**config.mk**
```make
export PLATFORM = sky130hd
export DESIGN_NAME = mux2to1_2bit_arb
export DESIGN_NICKNAME = d
export VERILOG_FILES = /design/src/rtl/mux2to1_2bit_arb.sv
export SDC_FILE = /design/constraint.sdc
export NUM_CORES = 1
export LEC_CHECK = 0
export ABC_CLOCK_PERIOD_IN_PS = 1560
export CORE_MARGIN = 8
export CORE_UTILIZATION = 42
export CTS_CLUSTER_SIZE = 16
export DETAILED_ROUTE_END_ITERATION = 7
export PLACE_DENSITY = 0.72
export SLEW_MARGIN = 20
export SYNTH_ARGS = -nofsm -noshare
export SYNTH_HDL_FRONTEND = slang
export SYNTH_SLANG_ARGS = --single-unit
```
**constraint.sdc**
```tcl
create_clock -name clock -period 1.56 [get_ports clock]
set_input_delay 0.312 -clock clock [delete_from_list [all_inputs] [get_ports clock]]
set_output_delay 0.312 -clock clock [all_outputs]
set_load 0.01 [all_outputs]
```
**src/rtl/mux2to1_2bit_arb.sv**
```systemverilog
// rtl/mux2to1_2bit_arb.sv - round-robin burst arbiter sharing a 2-bit 2:1 mux between requesters X and Y
module mux2to1_2bit_arb #(
    parameter int MAX_BURST = 4,
    parameter int CNT_W     = 3
) (
    input  logic       clock,
    input  logic       resetn,
    input  logic       req_x,
    input  logic [1:0] x,
    input  logic       req_y,
    input  logic [1:0] y,
    input  logic       ready,
    output logic       gnt_x,
    output logic       gnt_y,
    output logic       s,
    output logic [1:0] m,
    output logic       m_valid
);

    typedef enum logic [1:0] {
        IDLE  = 2'd0,
        OWN_X = 2'd1,
        OWN_Y = 2'd2
    } state_t;

    state_t           state;
    state_t           state_nxt;
    logic             last_y;
    logic             last_y_nxt;
    logic [CNT_W-1:0] cnt;
    logic [CNT_W-1:0] cnt_nxt;
    logic [CNT_W-1:0] cnt_inc;
    logic             xfer_x;
    logic             xfer_y;
    logic             xfer;
    logic             burst_done;
    logic [1:0]       sel_data;

    // Grants decode straight from the state flops; select follows Y's grant.
    assign gnt_x = (state == OWN_X);
    assign gnt_y = (state == OWN_Y);
    assign s     = gnt_y;

    // A transfer happens only when the owner is requesting and the sink accepts.
    assign xfer_x     = gnt_x && req_x && ready;
    assign xfer_y     = gnt_y && req_y && ready;
    assign xfer       = xfer_x || xfer_y;
    assign cnt_inc    = cnt + CNT_W'(1);
    assign burst_done = xfer && (cnt_inc == CNT_W'(MAX_BURST));
    assign sel_data   = s ? y : x;

    // Arbitration and burst accounting; release hands over without a bubble.
    always_comb begin
        state_nxt  = state;
        last_y_nxt = last_y;
        cnt_nxt    = cnt;
        case (state)
            IDLE: begin
                if (req_x && (!req_y || last_y)) begin
                    state_nxt = OWN_X;
                    cnt_nxt   = '0;
                end else if (req_y) begin
                    state_nxt = OWN_Y;
                    cnt_nxt   = '0;
                end
            end
            OWN_X: begin
                if (xfer_x) begin
                    cnt_nxt = cnt_inc;
                end
                if (!req_x || burst_done) begin
                    last_y_nxt = 1'b0;
                    cnt_nxt    = '0;
                    if (req_y) begin
                        state_nxt = OWN_Y;
                    end else if (!burst_done) begin
                        state_nxt = IDLE;
                    end
                end
            end
            OWN_Y: begin
                if (xfer_y) begin
                    cnt_nxt = cnt_inc;
                end
                if (!req_y || burst_done) begin
                    last_y_nxt = 1'b1;
                    cnt_nxt    = '0;
                    if (req_x) begin
                        state_nxt = OWN_X;
                    end else if (!burst_done) begin
                        state_nxt = IDLE;
                    end
                end
            end
            default: begin
                state_nxt = IDLE;
                cnt_nxt   = '0;
            end
        endcase
    end

    // Control state; last owner starts as Y so X wins the first contention.
    always_ff @(posedge clock or negedge resetn) begin
        if (!resetn) begin
            state  <= IDLE;
            last_y <= 1'b1;
            cnt    <= '0;
        end else begin
            state  <= state_nxt;
            last_y <= last_y_nxt;
            cnt    <= cnt_nxt;
        end
    end

    // Output register slice: load on transfer, drain on ready, hold on backpressure.
    always_ff @(posedge clock or negedge resetn) begin
        if (!resetn) begin
            m       <= 2'b00;
            m_valid <= 1'b0;
        end else if (xfer) begin
            m       <= sel_data;
            m_valid <= 1'b1;
        end else if (ready) begin
            m_valid <= 1'b0;
        end
    end

    // Grants must never overlap.
    assert property (@(posedge clock) disable iff (!resetn) !(gnt_x && gnt_y));

endmodule
```
# Word level (Yosys, flattened, before mapping)
# Index checks and enable logic that the tools add are counted.
[op_classes]
reduce_logical = 18
addsub = 1
muxes = 21
n_eq_ne = 8
[ops]
columns = ["operator", "n"]
rows = [
  ["3-bit 2-to-1 mux", 6],
  ["2-bit 2-to-1 mux", 8],
  ["3-bit case mux with 3 select lines", 1],
  ["3-bit AND reduction", 3],
  ["1-bit logical AND", 6],
  ["3-bit by 1-bit inequality test with 1-bit output, second input constant", 2],
  ["2-bit case mux with 3 select lines", 1],
  ["1-bit logical OR", 4],
  ["1-bit 2-to-1 mux", 4],
  ["2-bit by 1-bit inequality test with 1-bit output, second input constant", 2],
  ["2-bit nonzero test", 2],
  ["3-bit by 1-bit adder with 3-bit output, second input constant", 1],
  ["3-bit equality test, second input constant", 1],
  ["3-bit inequality test, second input constant", 1],
  ["2-bit by 1-bit equality test with 1-bit output, second input constant", 1],
  ["2-bit equality test, second input constant", 1],
  ["1-bit logical NOT", 2],
  ["2-bit logical NOT", 1],
  ["1-bit case mux with 2 select lines", 1],
]
[totals]
input_bits = 9
out_inout_bits = 6
word_cells = 53
register_bits = 9

# Longest topological paths before layout
[logic_depth]
word_depth = 9
depth_mapped = 7
depth_no_buf = 6

# Worst setup path before layout
# Ideal clock, no wire load.
[synth_path]
path_kind = "reg-to-reg"
start = "register state[0]"
end = "register state[0]"
period_less_slack_ns = 1.668
arrival_ns = 1.537
required_time_ns = 1.429
stages_incl_launch_ff = 8
slack_ns = -0.108
path_buffers = 1
setup_ns = 0.131
cell_sequence = "dfrtp_1 inv_1 ha_1 buf_6 a22o_4 a21bo_4 a21oi_1 o32ai_2"
[synth_between]
elab_chain_len = 9
word_cells_on_any_way = 21
cone_classes = "5 x eq/ne; 6 x mux; 10 x reduce/logical"
[synth_rtl]
columns = ["item", "line", "rtl"]
rows = [
  ["start: declaration", "26", "state_t state;"],
  ["start signal: assignment", "109", "state <= state_nxt;"],
  ["2-bit equality test (*)", "41", "assign gnt_y = (state == OWN_Y);"],
  ["named net gnt_y", "14", "output logic gnt_y,"],
  ["1-bit logical AND (2 in series)", "46", "assign xfer_y = gnt_y && req_y && ready;"],
  ["1-bit logical OR", "47", "assign xfer = xfer_x || xfer_y;"],
  ["1-bit logical AND", "49", "assign burst_done = xfer && (cnt_inc == CNT_W'(MAX_BURST));"],
  ["2-bit 2-to-1 mux", "n/a", ""],
  ["2-bit 2-to-1 mux (on tied branches) (2 in series)", "n/a", ""],
  ["2-bit case mux with 3 select lines", "57", "case (state)"],
]
# The timed path passes the listed nets; every way through them passes the cells marked *. The select of a mux whose other input is x is not followed.
# A chain may end at the register's enable or synchronous reset.

# Final worst setup path
[layout_path]
start = "register state[1]"
end = "register state[0]"
[layout_between]
elab_chain_len = 9
word_cells_on_any_way = 21
cone_classes = "5 x eq/ne; 6 x mux; 10 x reduce/logical"
[layout_rtl]
columns = ["item", "line"]
rows = [
  ["2-bit by 1-bit equality test with 1-bit output or 2-bit equality test (tied branches)", "40, 57, 41"],
  ["1-bit logical AND (on tied branches) (2 in series)", "45, 46"],
  ["1-bit logical OR", "47"],
  ["1-bit logical AND", "49"],
  ["2-bit 2-to-1 mux", "n/a"],
  ["2-bit 2-to-1 mux (on tied branches) (2 in series)", "n/a"],
  ["2-bit case mux with 3 select lines", "57"],
]
# Parallel ways exist; a longest one is shown, timed or not. The select of a mux whose other input is x is not followed.

==> flow_summary.yaml <==
power:
  pwr_density_cell_nw_per_um2: 1740
  ir_worst_vdd_mv: 0.876
  cellLeakagePower_nw: 0.451
sta:
  layout_setup_ws_ns: -0.0945
  period_needed_ns: 1.65
  report.final.slew_viol_count: 0
  rsz0062_at_grt: "yes"
  fin_crit_sh: 1.06
  finalHoldViolCount: 0
  worst_slew_pin_slew_ns: 0.421
  max_freq_mhz: 604
  relSlewSlack: 0.719
  skew_ns: 0.00981
  fin_setup_tns_ns: -0.166
  setup_viol: 3
  hold_slack_ns: 0.341
grt:
  grt_pass1_vias: 601
  grt_max_degree: 10
  grt_usage: 0.131
  antenna_found_initial: 0
  overflow: 0
  grt_pass1_wl_um: 2720
final_layout:
  diodes: 0
  final_cell_mix: "buf_4 (12), clkdlybuf4s50_1 (11), dfrtp_1 (7), nand2_1 (6)"
  fin_nets: 111
  area_growth_syn_to_layout_pct: 65.9
  layout_commonest_cell: "buf_4"
  drive_gt1_frac: 0.453
  final_util: 0.763
route:
  ant_nets: 0
  via_per_inst: 5.43
  post-route-drc-count: 0
  wl_um: 1850
  wl_per_cell_um: 16.8
  vias: 597
  drt_iter0_drc: 5
  dr.pass1.iters: 4
synth:
  async_flop_share: 1.00
  synthFlopType: "dfrtp_1"
  synth_edf_count: 0
  netlist_top_cells_area: "dfrtp_1 (33%), ha_1 (12%), nand2_1 (6.2%), dfstp_2 (4.3%), o21ai_0 (4.1%)"
  synth_area_sq_um: 606
  syn_area_per_cell_sq_um: 9.61
  ys_types: 25
  synth_nets: 78
  ys_warn_count: 0
  yosys_register_bits: 9
  synth_top_area_frac: 0.331
  ys_seq_area_frac: 0.374
  yosysTopAreaCell: "dfrtp_1"
  postSynthCellCount: 63
cts:
  numCtsBuffers: 3
  cts_root_buffer: "clkbuf_4"
  insertion_delay_ns: 0.27
  htree_levels: 1
  cts_sinks: 9
  cts_tree: "yes"
  hold_buffers: 0
  clk_pin_slew_worst_paths_ns: 0.07
  clockBufferDepth: 2
setup_path:
  critPathKind: "reg -> reg"
  cp.required_ns: 1.70
  r2r_start: "state[1]"
  critPathMaxFanout: 4
  cp.arrival_ns: 1.80
  startpoint: "state[1]"
  start_kind: "flop"
  endpoint_kind: "flop"
placed_design:
  dp_slack_ns: -0.246
  place.gp.congestion: 0.742
  io_buffers: 14
  dp_hpwl_um: 1230
floorplanning:
  fp.dieW_um: 54.0
  die_area_sq_um: 2910
  die_h_um: 54.0
  fp-row-count: 13
  io_pins: 15
  core-area_sq_um: 1320
  start_util: 0.460
run:
  maxCapViolCount: 0
outcome:
  failed_checks: "negative setup slack"
  outcome: "finished, violations left"
worst_hold_path:
  hold_class: "in -> async"
==> flip-flops by register name (all words and copies together), names as in the netlist <==
register,cells
last_y,1
state,2
m_valid,1
cnt,3
m,2
==> per-stage QoR <==
stage	cells	instance area [sq um]	power, W
after floorplan	63	624	0.000902
after global placement	100	840	0.00123
after detailed placement	100	840	0.00127
after CTS	109	948	0.00161
after global routing	110	1000	0.00185
final	110	1000	0.00175
==> cell type report <==
cell class	instances	area, sq um
clock buffer	4	26.3
fill	93	313
inverter	5	21.3
multi-input combinational	47	447
sequential	9	228
tap	15	18.8
timing repair buffer	30	264
==> worst paths after layout <==
| path | to | slack [ns] | depth (start not counted) |
|---|---|---|---|
| min in group clock | m[0] | 0.50 | 2 |
| worst min-delay path | cnt[1] | 0.34 | 1 |
| worst max-delay path | state[0] | -0.09 | 7 |
| worst min register to register | m[0] | 0.50 | 2 |
| max in group asynchronous | last_y | 0.89 | 1 |
| worst max register to register | state[0] | -0.09 | 7 |
==> cell usage after synthesis, types with 2 or more instances <==
| cell | number |
|---|---|
| inv_1 | 5 |
| nor2_1 | 4 |
| nand2_1 | 10 |
| mux2i_1 | 2 |
| o21ai_1 | 2 |
| dfrtp_1 | 8 |
| a21oi_1 | 4 |
| ha_1 | 6 |
| a22o_1 | 2 |
| o21ai_0 | 5 |
==> routing by layer <==
| metal | part of all wire | vias to the layer above | global-route usage |
|---|---|---|---|
| met5 | 0 | - | 0 |
| met4 | 0.022 | 0 | 0.0615 |
| met3 | 0.036 | 6 | 0.0496 |
| met2 | 0.53 | 11 | 0.237 |
| met1 | 0.41 | 294 | 0.128 |
| li1 | - | 286 | - |
==> repair_timing <==
| action | CTS | global route |
|---|---|---|
| setup endpoints to repair | 8 | 10 |
| setup buffers | 5 | 1 |
| resized for setup | 17 | 16 |
| pin swaps | 6 | 10 |
==> cells by family (layout without fill, tap and decap cells) <==
logic type,after synthesis,in the layout,share of synthesized area
multiplexers,2,2,0.0331
flip-flops,9,9,0.374
adder cells (fa/ha/maj),6,6,0.124
buffers and inverters,7,39,0.0620
AO/OA/AOI/OAI,21,21,0.279
AND/OR/NAND/NOR,18,18,0.128
==> power by group <==
part	total [W]	internal [W]	leakage [nW]	switching, W
Sequential	0.000392	0.000322	0.113	0.0000692
Clock	0.000186	0.0000987	0.0150	0.0000869
Combinational	0.00117	0.000631	0.323	0.000543
==> worst max-delay path, cell delays in order, from the launching register on <==
cell and delay (ns):
dfrtp_1 0.40, inv_2 0.09, ha_4 0.18, buf_6 0.12, a22o_4 0.22, a21bo_4 0.25
a21oi_4 0.15, o32ai_4 0.11
(Power assumes the default switching activity.)
